===== src/rtl/peripheral_gpio_apb4.sv =====
// rtl/peripheral_gpio_apb4.sv - APB4 GPIO peripheral with wait states, byte strobes and pin interrupts
module peripheral_gpio_apb4 #(
    parameter int PADDR_SIZE  = 4,
    parameter int PDATA_SIZE  = 8,
    parameter int SYNC_DEPTH  = 2,
    parameter int WAIT_STATES = 0
) (
    input  logic                    PCLK,
    input  logic                    PRESET,
    input  logic                    PSEL,
    input  logic                    PENABLE,
    input  logic [PADDR_SIZE-1:0]   PADDR,
    input  logic                    PWRITE,
    input  logic [PDATA_SIZE/8-1:0] PSTRB,
    input  logic [PDATA_SIZE-1:0]   PWDATA,
    output logic [PDATA_SIZE-1:0]   PRDATA,
    output logic                    PREADY,
    output logic                    PSLVERR,
    input  logic [PDATA_SIZE-1:0]   gpio_i,
    output logic [PDATA_SIZE-1:0]   gpio_o,
    output logic [PDATA_SIZE-1:0]   gpio_oe,
    output logic                    irq_o
);

    localparam int         NUM_BYTES = PDATA_SIZE / 8;
    localparam int         IDX_SHIFT = $clog2(NUM_BYTES);
    localparam logic [3:0] WAIT_LAST = 4'(WAIT_STATES);

    localparam logic [2:0] IDX_DIR       = 3'd0;
    localparam logic [2:0] IDX_OUT       = 3'd1;
    localparam logic [2:0] IDX_IN        = 3'd2;
    localparam logic [2:0] IDX_TRIG_TYPE = 3'd3;
    localparam logic [2:0] IDX_TRIG_LVL0 = 3'd4;
    localparam logic [2:0] IDX_TRIG_LVL1 = 3'd5;
    localparam logic [2:0] IDX_IRQ_ENA   = 3'd6;
    localparam logic [2:0] IDX_STATUS    = 3'd7;

    logic                  access;
    logic [PADDR_SIZE-1:0] idx;
    logic [2:0]            sel;
    logic                  mapped;
    logic                  wr_en;
    logic [3:0]            wait_cnt;
    logic [PDATA_SIZE-1:0] wmask;

    logic [PDATA_SIZE-1:0] dir_q;
    logic [PDATA_SIZE-1:0] out_q;
    logic [PDATA_SIZE-1:0] trig_type_q;
    logic [PDATA_SIZE-1:0] trig_lvl0_q;
    logic [PDATA_SIZE-1:0] trig_lvl1_q;
    logic [PDATA_SIZE-1:0] irq_ena_q;
    logic [PDATA_SIZE-1:0] status_q;

    logic [PDATA_SIZE-1:0] sync_q [SYNC_DEPTH];
    logic [PDATA_SIZE-1:0] in_q;
    logic [PDATA_SIZE-1:0] in_d_q;

    logic [PDATA_SIZE-1:0] level_hit;
    logic [PDATA_SIZE-1:0] edge_hit;
    logic [PDATA_SIZE-1:0] trigger;
    logic [PDATA_SIZE-1:0] clear_mask;
    logic [PDATA_SIZE-1:0] rdata_mux;

    // Address decode: word index, mapped range and the low bits that select a register
    assign access = PSEL & PENABLE;
    assign idx    = PADDR >> IDX_SHIFT;
    assign mapped = (idx < PADDR_SIZE'(8));
    assign sel    = idx[2:0];

    // Handshake: PREADY once the access phase has lasted WAIT_STATES extra cycles
    assign PREADY  = access & (wait_cnt == WAIT_LAST);
    assign PSLVERR = PREADY & ~mapped;
    assign wr_en   = PREADY & PWRITE & mapped;

    // Access-cycle counter; anything other than an access phase (setup, idle, dropped PSEL) restarts it
    always_ff @(posedge PCLK) begin
        if (PRESET) begin
            wait_cnt <= '0;
        end else if (!access) begin
            wait_cnt <= '0;
        end else if (wait_cnt != WAIT_LAST) begin
            wait_cnt <= wait_cnt + 4'd1;
        end
    end

    // Expand byte strobes into a per-bit write mask
    always_comb begin
        wmask = '0;
        for (int b = 0; b < NUM_BYTES; b++) begin
            wmask[b*8 +: 8] = {8{PSTRB[b]}};
        end
    end

    function automatic logic [PDATA_SIZE-1:0] merge(input logic [PDATA_SIZE-1:0] old_val,
                                                    input logic [PDATA_SIZE-1:0] new_val,
                                                    input logic [PDATA_SIZE-1:0] mask);
        return (old_val & ~mask) | (new_val & mask);
    endfunction

    // Read/write configuration registers; IN and STATUS are handled elsewhere
    always_ff @(posedge PCLK) begin
        if (PRESET) begin
            dir_q       <= '0;
            out_q       <= '0;
            trig_type_q <= '0;
            trig_lvl0_q <= '0;
            trig_lvl1_q <= '0;
            irq_ena_q   <= '0;
        end else if (wr_en) begin
            case (sel)
                IDX_DIR:       dir_q       <= merge(dir_q, PWDATA, wmask);
                IDX_OUT:       out_q       <= merge(out_q, PWDATA, wmask);
                IDX_TRIG_TYPE: trig_type_q <= merge(trig_type_q, PWDATA, wmask);
                IDX_TRIG_LVL0: trig_lvl0_q <= merge(trig_lvl0_q, PWDATA, wmask);
                IDX_TRIG_LVL1: trig_lvl1_q <= merge(trig_lvl1_q, PWDATA, wmask);
                IDX_IRQ_ENA:   irq_ena_q   <= merge(irq_ena_q, PWDATA, wmask);
                default: ;
            endcase
        end
    end

    assign gpio_o  = out_q;
    assign gpio_oe = dir_q;

    // Input synchroniser chain plus one extra stage holding the previous IN for edge detection
    always_ff @(posedge PCLK) begin
        if (PRESET) begin
            for (int i = 0; i < SYNC_DEPTH; i++) begin
                sync_q[i] <= '0;
            end
            in_d_q <= '0;
        end else begin
            sync_q[0] <= gpio_i;
            for (int i = 1; i < SYNC_DEPTH; i++) begin
                sync_q[i] <= sync_q[i-1];
            end
            in_d_q <= sync_q[SYNC_DEPTH-1];
        end
    end

    assign in_q = sync_q[SYNC_DEPTH-1];

    // Per-pin trigger: level or edge selected by TRIG_TYPE; LVL0 and LVL1 together give any-edge
    always_comb begin
        level_hit = (trig_lvl1_q & in_q) | (trig_lvl0_q & ~in_q);
        edge_hit  = (trig_lvl1_q & in_q & ~in_d_q) | (trig_lvl0_q & ~in_q & in_d_q);
        trigger   = (trig_type_q & edge_hit) | (~trig_type_q & level_hit);
    end

    assign clear_mask = (wr_en && sel == IDX_STATUS) ? (PWDATA & wmask) : '0;

    // Sticky status: W1C clears, but a trigger in the same cycle keeps the bit set
    always_ff @(posedge PCLK) begin
        if (PRESET) begin
            status_q <= '0;
        end else begin
            status_q <= (status_q & ~clear_mask) | trigger;
        end
    end

    // Interrupt line follows enabled status one cycle later
    always_ff @(posedge PCLK) begin
        if (PRESET) begin
            irq_o <= 1'b0;
        end else begin
            irq_o <= |(status_q & irq_ena_q);
        end
    end

    // Read mux: only drives data during a mapped access phase
    always_comb begin
        rdata_mux = '0;
        if (access && mapped) begin
            case (sel)
                IDX_DIR:       rdata_mux = dir_q;
                IDX_OUT:       rdata_mux = out_q;
                IDX_IN:        rdata_mux = in_q;
                IDX_TRIG_TYPE: rdata_mux = trig_type_q;
                IDX_TRIG_LVL0: rdata_mux = trig_lvl0_q;
                IDX_TRIG_LVL1: rdata_mux = trig_lvl1_q;
                IDX_IRQ_ENA:   rdata_mux = irq_ena_q;
                IDX_STATUS:    rdata_mux = status_q;
                default:       rdata_mux = '0;
            endcase
        end
    end

    assign PRDATA = rdata_mux;

endmodule


===== config.mk =====
export PLATFORM = sky130hd
export DESIGN_NAME = peripheral_gpio_apb4
export DESIGN_NICKNAME = d
export VERILOG_FILES = /design/src/rtl/peripheral_gpio_apb4.sv
export SDC_FILE = /design/constraint.sdc
export NUM_CORES = 1
export LEC_CHECK = 0
export CAP_MARGIN = 30
export CORE_ASPECT_RATIO = 1.5
export CORE_MARGIN = 1.5
export CORE_UTILIZATION = 45
export DETAILED_ROUTE_END_ITERATION = 8
export PLACE_DENSITY = 0.71
export SYNTH_ARGS = -nofsm -noshare
export SYNTH_HDL_FRONTEND = slang
export SYNTH_SLANG_ARGS = --single-unit

===== constraint.sdc =====
create_clock -name PCLK -period 1.95 [get_ports PCLK]
set_input_delay 0.2925 -clock PCLK [delete_from_list [all_inputs] [get_ports PCLK]]
set_output_delay 0.2925 -clock PCLK [all_outputs]
set_load 0.01 [all_outputs]

==> key figures <==
Outcome
  • Status: finished clean

Routing
  • DRT iter0 DRCs: 349
  • DRT antenna net count: 0
  • Final WL: 10820 µm
  • Residual DRC count: 0
  • DR vias: 3404
  • Vias per cell: 5.608
  • Wirelength per Cell: 17.83 µm
  • First-pass DRT Iterations: 5

Die
  • Die area: 0.009593 mm²
  • Die height: 119.2 µm
  • Rows: 42
  • Ports: 53
  • Die width: 80.47 µm
  • Core area: 0.008776 mm²
  • Initial Utilization: 46.16%

Synthesis
  • Synthesized area: 0.004051 mm²
  • Mux contribution to synthesized area: 18.87%
  • Primary FF master, synth: dfxtp_1
  • Synthesized-area fraction occupied by xor and xnor cells: 2.378%
  • Largest family of logic cells by synthesized area: simple AND/OR/NAND/NOR gates
  • Synth top area share: 42.00%
  • Post-Syn Instances: 404
  • Synth Area in Simple Gates: 24.18%
  • Synth Register Bits: 85
  • List of most frequent post-synthesis cells: dfxtp_1, nand2b_1, mux2i_1
  • Syn Nets: 432
  • Ys Warns: 0
  • EDFF count, synth: 0
  • Cell variety after synth: 39
  • Top post-synthesis cells by area: dfxtp_1, mux2i_1, nand2b_1, nor2b_1, xnor2_1
  • Mean Syn Cell Area: 10.03 µm²
  • Sequential area share after synthesis: 42.00%
  • Synth Area in Adders: 0.6177%
  • Post-synth top area cell: dfxtp_1
  • Async S/R FF share, synth: 0%
  • Most frequent cell after synthesis: dfxtp_1
  • Synth Area in Compound Gates: 8.493%

Global routing
  • Gr busiest metal: met2
  • Vias in the first global route: 3417
  • GRT Resource Usage Total: 23.83%
  • Largest net degree at the start of global routing: 50
  • Met2 usage: 39.60%
  • Grt met3 use: 3.908%
  • GR Util met1: 29.21%
  • First-pass GRT wire length: 17250 µm
  • Initial antenna violation count: 0
  • Grt ovf: 0

Clock network
  • Num CTS Buffers: 9
  • Clock buffer depth: 2
  • H-tree level count: 3
  • Clk root buf: clkbuf_16
  • Clock Pin Slew Worst Setup and Hold Paths: 0.06 ns
  • Latest clock arrival within the worst-skew pair: 0.35 ns
  • Hold buffer count at CTS: 0
  • CTS sink count: 85
  • TritonCTS clock tree: yes

Setup path
  • Setup crit end kind: output pin
  • Critical Path AT: 1.60 ns
  • Worst reg-to-reg setup slack: 0.06 ns
  • R2r startpoint: wait_cnt[1]$_SDFFE_PP0P_
  • Worst Setup Path Type: flip-flop to output pin
  • Crit-path max FO: 2
  • Reg2Reg Depth: 6
  • Critical Path Start Type: flip-flop
  • Critical Path RT: 1.66 ns

Final layout
  • Multi-input gate area: 0.002241 mm²
  • Core Util, Final: 62.03%
  • Area growth, synth to finish: 34.37%
  • Nets: 520
  • Storage cell area: 0.001704 mm²
  • Antenna diode count: 0
  • Fillers: 715
  • Fin cells: 607
  • Layout cells sized above 1: 21.73%

Timing
  • Setup TNS: 0 ns
  • Final hold slack: 0.4157 ns
  • Count of final max-slew check failures: 0
  • Final hold violation count: 0
  • Post-route minimum period: 1.895 ns
  • Final setup violation count: 0
  • RSZ-0062 raised after global routing: true
  • Worst Max-Slew Pin Slew: 0.3288 ns
  • Setup Skew: 0.008131 ns
  • Slew headroom: 77.88%
  • Final period util: 97.19%
  • Max Freq: 0.5277 GHz

Placed design
  • Post-Place Cells: 585
  • HPWL Detailed: 7352 µm
  • IO buf count: 52
  • GPL Wtd Cong: 0.8516

Min path
  • Path type of the worst min-delay path: input pin to flip-flop
  • Hold Path End: in_d_q[3]$_SDFF_PP0_
  • Worst hold path cell count: 3
  • Worst Min Path Start: PRESET

Run
  • Max Cap Viol: 0

Power and ir drop
  • Peak supply drop: 0.5474 mV
  • Pwr/cell area: 763.3 mW/mm²
  • Static leakage: 0.002338 µW
## cell type report
| class | count | area share (%) |
|---|---|---|
| clock buffers | 13 | 4.964 |
| clock inverters | 3 | 1.655 |
| inverters | 4 | 0.2758 |
| multi-input cells | 288 | 41.16 |
| flip-flops and latches | 85 | 31.30 |
| well taps | 110 | 2.528 |
| repair buffers | 104 | 18.11 |
## worst max-delay path by stage
stage                                   from   endpoint  slack, ns  depth (start not counted)
floorplan           wait_cnt[0]$_SDFFE_PP0P_    PSLVERR       0.08                          6
global placement                    PADDR[1]  PRDATA[7]      -0.62                          7
detailed placement                  PADDR[1]  PRDATA[2]      -0.62                          7
CTS                                     PSEL  PRDATA[2]      0.006                          6
global route        wait_cnt[1]$_SDFFE_PP0P_    PSLVERR     -0.002                          6
finish              wait_cnt[1]$_SDFFE_PP0P_    PSLVERR       0.05                          6
## per-stage QoR
step / worst slack [ns] / area (µm²) / power (µW)
after global placement: -0.6205 / 4987 / 2128
final: 0.05484 / 5444 / 4155
after CTS: 0.005685 / 5421 / 4169
after floorplan: 0.07778 / 4051 / 1973
after detailed placement: -0.6248 / 4987 / 2131
after global routing: -0.002325 / 5444 / 4269
## timing repair
action | in CTS | in global routing
gates resized for setup | 57 | 9
pin swaps | 8 | 2
buffers inserted | 2 | 2
setup endpoints to repair | 18 | 9
gates cloned | 2 | 0
## layout by cell type, fill, tap and decap left out, drive strengths merged, types with 3 or more instances in the layout
cell	instances
clkdlybuf4s50	37
or3b	6
bufinv	3
nand4	13
a22oi	4
nand2b	68
nor2	4
or2	3
nor3b	3
xnor2	10
a21oi	3
mux4	3
clkbuf	14
o221ai	7
and3b	4
nor4	8
buf	61
inv	4
a211o	8
o221a	5
mux2i	67
o22ai	5
o21ai	11
nor2b	29
nand2	12
dfxtp	85
## per-layer routing
metal / vias to the layer above / share of wire (%)
met4: 0 / 3.3
met3: 25 / 5.9
met2: 120 / 49
met1: 1639 / 42
met5: - / 0
li1: 1620 / -
## critical path, stage by stage, from the launching register on
cell and delay (ns):
dfxtp_2 0.33, inv_2 0.06, ha_4 0.12, or3b_4 0.40, nor2_4 0.10, and2_1 0.12
buf_2 0.12
## where the power goes
| group | internal [µW] | leakage [µW] | total, µW | switching (µW) |
|---|---|---|---|---|
| clock | 1360 | 0.000176 | 2040 | 682 |
| sequential | 1760 | 0.000690 | 1770 | 13.9 |
| combinational | 187 | 0.00147 | 343 | 156 |
## cells by family after synthesis
family / Yosys count
adder cells (fa/ha/maj): 2
AND/OR/NAND/NOR: 157
buffers and inverters: 31
flip-flops: 85
multiplexers: 72
XOR/XNOR: 11
AO/OA/AOI/OAI: 46
No activity file was read; power rests on OpenSTA's default activity.
